## src/rtl/demux_tdm_rx.sv

```systemverilog
// rtl/demux_tdm_rx.sv - frame-synchronised TDM receive demultiplexer
module demux_tdm_rx #(
    parameter int NR_CH    = 4,
    parameter int DATA_LEN = 1,
    parameter int SLOT_LEN = $clog2(NR_CH)
) (
    input  logic                      clk,
    input  logic                      rst,
    input  logic                      in_valid,
    input  logic                      in_sof,
    input  logic [DATA_LEN-1:0]       in_data,
    output logic [NR_CH*DATA_LEN-1:0] out_data,
    output logic                      out_valid,
    output logic [SLOT_LEN-1:0]       out_slot,
    output logic                      err
);

    localparam int W = NR_CH * DATA_LEN;
    localparam logic [SLOT_LEN-1:0] LAST_SLOT = SLOT_LEN'(NR_CH - 1);

    typedef enum logic {IDLE, RECV} state_t;

    state_t              state;
    logic [SLOT_LEN-1:0] slot;
    logic [W-1:0]        shadow;
    logic [W-1:0]        merged;

    // Shadow with the current beat dropped into the current slot; used both
    // for accumulation and so the final beat reaches out_data on commit.
    always_comb begin
        merged = shadow;
        merged[int'(slot)*DATA_LEN +: DATA_LEN] = in_data;
    end

    always_ff @(posedge clk) begin
        if (!rst) begin
            state     <= IDLE;
            slot      <= '0;
            shadow    <= '0;
            out_data  <= '0;
            out_valid <= 1'b0;
            err       <= 1'b0;
        end else begin
            out_valid <= 1'b0;
            err       <= 1'b0;
            if (in_valid) begin
                case (state)
                    IDLE: begin
                        if (in_sof) begin
                            shadow[DATA_LEN-1:0] <= in_data;
                            slot                 <= SLOT_LEN'(1);
                            state                <= RECV;
                        end else begin
                            err <= 1'b1;
                        end
                    end
                    RECV: begin
                        if (in_sof) begin
                            // Restart: the open frame is abandoned, this beat is slot 0.
                            err                  <= 1'b1;
                            shadow[DATA_LEN-1:0] <= in_data;
                            slot                 <= SLOT_LEN'(1);
                        end else if (slot == LAST_SLOT) begin
                            shadow    <= merged;
                            out_data  <= merged;
                            out_valid <= 1'b1;
                            slot      <= '0;
                            state     <= IDLE;
                        end else begin
                            shadow <= merged;
                            slot   <= slot + SLOT_LEN'(1);
                        end
                    end
                    default: state <= IDLE;
                endcase
            end
        end
    end

    assign out_slot = slot;

endmodule
```

## config.mk

```make
export PLATFORM = sky130hd
export DESIGN_NAME = demux_tdm_rx
export DESIGN_NICKNAME = d
export VERILOG_FILES = /design/src/rtl/demux_tdm_rx.sv
export SDC_FILE = /design/constraint.sdc
export NUM_CORES = 1
export LEC_CHECK = 0
export ABC_AREA = 1
export CORE_UTILIZATION = 32
export DETAILED_ROUTE_END_ITERATION = 16
export HOLD_SLACK_MARGIN = 0.05
export PLACE_DENSITY_LB_ADDON = 0.25
export SLEW_MARGIN = 20
export SYNTH_ARGS = -nofsm -noshare
export SYNTH_HDL_FRONTEND = slang
export SYNTH_SLANG_ARGS = --single-unit
```

## constraint.sdc

```tcl
create_clock -name clk -period 1.3 [get_ports clk]
set_input_delay 0.26 -clock clk [delete_from_list [all_inputs] [get_ports clk]]
set_output_delay 0.26 -clock clk [all_outputs]
set_load 0.02 [all_outputs]
```

==> impl_metrics.ini, run 1 <==
[status]
status = complete, no violations

[sta]
slew-limit-headroom = 0.863
finalCritPeriodShare = 0.973
finalHoldViolCount = 0
finalClockSkew_ns = 0.00251
clock.fmax_ghz = 0.791
rsz0062_at_grt = yes
setup_viol = 0
holdWs_ns = 0.526
maxSlewViolCount = 0
min_period_ns = 1.26
worst_pin_slew_ns = 0.207

[setup_path]
cp_num_cells = 8
crit_buf_inv = 3
cp.arrival_ns = 1.47
reg2reg_to = out_data[1]
start_kind = input port
critical_path.slowest_cell = clkdlybuf4s50_1
endpoint_kind = register
cp.required_ns = 1.51
r2r-start = out_slot[0]
critPathKind = in -> reg
worstRegToRegCells = 8
path_cells = clkdlybuf4s50_1 -> inv_1 -> ha_1 -> inv_1 -> nand2_1 -> nor2_1 -> nand2_1 -> a21oi_1
cp_top_family = buffers and inverters
cp_max_fo = 4
reg2reg_slack_ns = 0.10
critical_path.max_stage_delay_ns = 0.48

[global_routing]
grt_pass1_vias = 620
grt_max_degree = 8
gr-total-overflow = 0
grt_use_total = 0.136
grt_pass1_wl_um = 2540
antenna_found_initial = 0

[final_layout]
multi_input_area_um2 = 394
fill_cells = 215
layout.nets = 146
final_cell_area_um2 = 986
seqCellArea_um2 = 268
drive_gt1_frac = 0.187
diodes = 0
areaGrowthSynthToFinish_pct = 37.3

[logic_synthesis]
yosysUniqueCellTypes = 10
ys_ff_latch = 13
syn_area_um2 = 718
synthAdderAreaFrac = 0.105
synth-xor-area-share = 0
synth_warnings = 0
netlist_instances = 110
synth_compound_area_frac = 0.0836
synth_nets = 121
ys_seq_area_frac = 0.362
syn_avg_cell_area_um2 = 6.53
muxShareOfSynthArea = 0
synth_top_family_by_area = simple AND/OR/NAND/NOR gates
synth_simple_gate_area_frac = 0.319

[die]
initial_core_util = 0.352
die_area_um2 = 2440
top_level_ports = 13
rows = 16
core_area_um2 = 2040
die_h_um = 49.4
fp.dieW_um = 49.4

[power]
ir_worst_vdd_mv = 0.578
report.power.total_w = 0.000807
power.leakage_nw = 0.538
cellPowerDensity_nw_per_um2 = 819

[clock_network]
insertion_delay_ns = 0.27
cts_buffers = 3
cts_hold_buf = 0
htreeDepth = 1
path_clk_slew_ns = 0.08
clockRootBuffer = clkbuf_4
post_cts_buffers = 0
cts_tree = yes
max-clock-path-buffers = 2
cts_sinks = 13

[routing]
dr_wl_met3_um = 86
dr.first_iter.drc_count = 20
drt.antenna.violating_nets = 0
wl_um = 1500
dr_wl_met2_um = 704
drc = 0
vias = 704
wl_per_cell_um = 9.34
viasPerCell = 4.37
dr.max_layer_used = met4
wl_met1_um = 702
dr.pass1.iters = 4

[placed_design]
portBuffers = 12
hpwl_um = 1160
globalplace.congestion = 0.772
dpl_cell_area_um2 = 937

[min_path]
worst_hold_path.num_cells = 2
min_from = out_data[0]
holdPathEnd = out_data[0]
hold_class = reg -> reg

[run]
max_cap_viol_count = 0
-- power breakdown --
group | switching [W] | internal (W) | total (W) | leakage (nW)
Sequential | 0.00000976 | 0.000409 | 0.000419 | 0.107
Combinational | 0.0000727 | 0.0000658 | 0.000138 | 0.416
Clock | 0.000131 | 0.000119 | 0.000250 | 0.0150
-- area by class of cell --
cell class | instances | area share
clock buffers | 4 | 0.0266
inverters | 25 | 0.0952
multi-input cells | 72 | 0.400
flip-flops and latches | 13 | 0.272
well taps | 27 | 0.0343
repair buffers | 20 | 0.173
-- worst min-delay path: cells and delay by family, from the launching register on --
kind	cells	cell delay (ns)
AO/OA/AOI/OAI	1	0.08
flip-flops	1	0.33
AND/OR/NAND/NOR	1	0.08
-- cell families (layout without fill, tap and decap cells) --
group,after synthesis,after routing
buffers and inverters,25,49
AO/OA/AOI/OAI,12,12
AND/OR/NAND/NOR,54,54
adder cells (fa/ha/maj),6,6
flip-flops,13,13
-- worst max-delay path by stage --
stage | start | to
4_1_cts | out_slot[1] | out_slot[1]
2_1_floorplan | out_slot[0] | shadow[1]
3_3_place_gp | in_sof | out_slot[1]
3_5_place_dp | in_sof | out_slot[1]
6_report | in_sof | out_slot[1]
5_1_grt | in_sof | out_slot[1]
-- routing by layer --
| metal | track usage | vias to the layer above |
|---|---|---|
| li1 | - | 379 |
| met1 | 0.166 | 308 |
| met2 | 0.219 | 15 |
| met3 | 0.0498 | 2 |
| met4 | 0.0429 | 0 |
| met5 | 0 | - |
-- cells in the mapped netlist --
cell type / instances / area share
inv_1: 25 / 0.13
nand2_1: 25 / 0.13
nor2_1: 19 / 0.099
dfxtp_1: 13 / 0.36
nand3_1: 7 / 0.049
o21ai_0: 7 / 0.049
ha_1: 6 / 0.10
a21oi_1: 5 / 0.035
nor2_4: 2 / 0.031
or2_2: 1 / 0.0087
-- through the flow --
step                      setup slack (ns)  TNS [ns]  utilization  instances
after detailed placement            -0.252     -1.40        0.459        157
after global routing               -0.0139   -0.0238        0.483        161
after global placement              -0.199     -1.23        0.459        157
after CTS                           0.0320         0        0.474        161
final                               0.0354         0        0.483        161
after floorplan                     0.0295         0            -        110
-- sequential cells by signal, summed over array words and instances (netlist names) --
name       flops
err            1
out_data       4
out_slot       2
out_valid      1
shadow         4
state          1
-- placed cells by master (no fill, tap or decap) --
cell and count:
clkbuf_4 3, ha_4 1, dfxtp_4 2, buf_4 8, ha_2 2, or2_2 1
nand2_1 25, inv_1 22, nand3_1 5, nor2_4 2, nor2_1 18, clkbuf_1 1
nand3_2 2, dfxtp_1 11, ha_1 3, inv_2 3, nor2_2 1, clkdlybuf4s50_1 4
a21oi_1 5, o21ai_0 7, dlygate4sd2_1 8
-- timing repair --
| item | 4_1_cts | 5_1_grt |
|---|---|---|
| endpoints found under the setup margin | 13 | 6 |
| pin swaps | 0 | 2 |
| gates resized for setup | 10 | 8 |
| gates cloned | 0 | 0 |
Power figures use the tool's default switching activity.
==> run 2, diff against run 1 <==
--- a/config.mk
+++ b/config.mk
@@ -7,6 +7,7 @@
 export LEC_CHECK = 0
 export ABC_AREA = 1
 export CORE_UTILIZATION = 32
+export CTS_CLUSTER_DIAMETER = 30
 export DETAILED_ROUTE_END_ITERATION = 16
 export HOLD_SLACK_MARGIN = 0.05
 export PLACE_DENSITY_LB_ADDON = 0.25
==> results of run 2 <==
Final layout, timing and power as in run 1 (identical DEF).
==> run 3, diff against run 2 <==
--- a/config.mk
+++ b/config.mk
@@ -6,6 +6,7 @@
 export NUM_CORES = 1
 export LEC_CHECK = 0
 export ABC_AREA = 1
+export ABC_CLOCK_PERIOD_IN_PS = 1000
 export CORE_UTILIZATION = 32
 export CTS_CLUSTER_DIAMETER = 30
 export DETAILED_ROUTE_END_ITERATION = 16
==> constraint.sdc (replaced) <==
create_clock -name clk -period 1 [get_ports clk]
set_input_delay 0.2 -clock clk [delete_from_list [all_inputs] [get_ports clk]]
set_output_delay 0.2 -clock clk [all_outputs]
set_load 0.02 [all_outputs]
==> impl_metrics.ini, run 3 (same netlist as run 1, synthesis figures left out) <==
[clock_network]
clockRootBuffer = clkbuf_4
cts_buffers = 3
cts_tree = yes
htreeDepth = 1
cts_sinks = 13
insertion_delay_ns = 0.28
cts_hold_buf = 0
path_clk_slew_ns = 0.08
max-clock-path-buffers = 2

[setup_path]
critical_path.slowest_cell = dfxtp_4
cp_max_fo = 5
critPathLaunch = out_slot[1]
cp.required_ns = 1.22
path_common_cell = nand2_2
start_kind = register
reg2reg_slack_ns = -0.20
critical_path.max_stage_delay_ns = 0.41
endpoint_kind = register
path_cells = inv_4 -> ha_4 -> nor2_1 -> nand2_1 -> nand2_2 -> nand2_2 -> a21oi_2
r2r-start = out_slot[1]
cp.arrival_ns = 1.42
critPathKind = reg -> reg

[routing]
drt.antenna.violating_nets = 0
viasPerCell = 4.49
wl_per_cell_um = 10.4
wl_um = 1680
dr.pass1.iters = 4
vias = 728
dr.first_iter.drc_count = 12
drc = 0

[die]
top_level_ports = 13
die_h_um = 49.4
die_area_um2 = 2440
initial_core_util = 0.352
fp.dieW_um = 49.4
core_area_um2 = 2040
rows = 16

[placed_design]
globalplace.congestion = 0.748
dpl_cell_area_um2 = 961
portBuffers = 12
hpwl_um = 1190
dp_slack_ns = -0.529

[status]
status = complete, but fails checks
violations = setup timing

[global_routing]
grt_use_total = 0.150
grt_pass1_vias = 706
antenna_found_initial = 0
grt_max_degree = 9
grt_pass1_wl_um = 2870
gr-total-overflow = 0

[final_layout]
drive_gt1_frac = 0.378
diodes = 0
fill_cells = 212
layout_common_cells = nand2_1, inv_1, nor2_1
areaGrowthSynthToFinish_pct = 46.2
final_cell_area_um2 = 1050
mostFrequentLayoutCell = nand2_1
layout.nets = 147

[sta]
finalCritPeriodShare = 1.20
clock.fmax_ghz = 0.831
maxSlewViolCount = 0
rsz0062_at_grt = yes
finalClockSkew_ns = 0.00288
setup_viol = 12
slew-limit-headroom = 0.820
worst_pin_slew_ns = 0.269
min_period_ns = 1.20
setup_ws_ns = -0.203
finalHoldViolCount = 0

[min_path]
min_from = in_valid
hold_class = in -> reg

[power]
power.leakage_nw = 0.537
ir_worst_vdd_mv = 0.846
cellPowerDensity_nw_per_um2 = 1030

[run]
max_cap_viol_count = 0
-- run 3: cell count changes in the layout (fill, tap and decap cells not counted), sizes merged --
cell,previous run,this run
dlygate4sd2,8,1
buf,8,17
clkdlybuf4s50,4,2
dlymetal6s2s,0,1
-- run 3: through the flow --
stage          TNS (ns)  cells  total power, W   util  hold WS [ns]
6_report          -1.64    162         0.00109  0.514         0.289
5_1_grt           -2.48    162         0.00115  0.514         0.302
4_1_cts           -1.49    162         0.00109  0.486         0.391
3_5_place_dp      -5.57    157        0.000738  0.471         0.507
3_3_place_gp      -5.16    157        0.000734  0.471         0.491
2_1_floorplan    -0.919    110        0.000652      -         0.328
-- run 3: final cells by class --
cell class | count | area (um2) | area share
Sequential cell | 13 | 272 | 0.259
Multi-Input combinational cell | 72 | 457 | 0.435
Tap cell | 27 | 33.8 | 0.0322
Timing Repair Buffer | 21 | 163 | 0.155
Clock buffer | 4 | 26.3 | 0.0250
Inverter | 25 | 98.8 | 0.0942
-- run 3: timing repair --
item / CTS / global route
buffers inserted: 1 / 0
endpoints found under the setup margin: 19 / 16
gates resized for setup: 47 / 18
pin swaps: 3 / 5
-- run 3: path summary, 6_finish.rpt --
path,end,depth (start not counted)
setup reg to reg,shadow[0],7
setup / recovery,shadow[0],7
hold reg to reg,out_data[0],2
hold / removal,err,3
-- run 3: worst max-delay path, delay by kind of cell, from the launching register on --
kind	cells	cell delay [ns]
DFF	1	0.41
adders and majority gates	1	0.25
buffers and inverters	1	0.05
AOI/OAI and AO/OA	1	0.11
and+or+nand+nor	4	0.32
-- run 3: power by group --
part	switching (W)	internal [W]	leakage (nW)
combinational	0.000111	0.0000930	0.414
clock	0.000177	0.000155	0.0150
sequential	0.0000188	0.000532	0.108
total	0.000307	0.000779	0.537
-- run 3: metal layers --
layer | vias to the layer above | routed length (um) | part of all wire | global-route usage
met2 | 20 | 842 | 0.50 | 0.263
met1 | 325 | 740 | 0.44 | 0.179
met3 | 2 | 92 | 0.055 | 0.0405
met5 | - | 0 | 0 | 0
met4 | 0 | 9 | 0.0053 | 0.0381
li1 | 381 | - | - | -
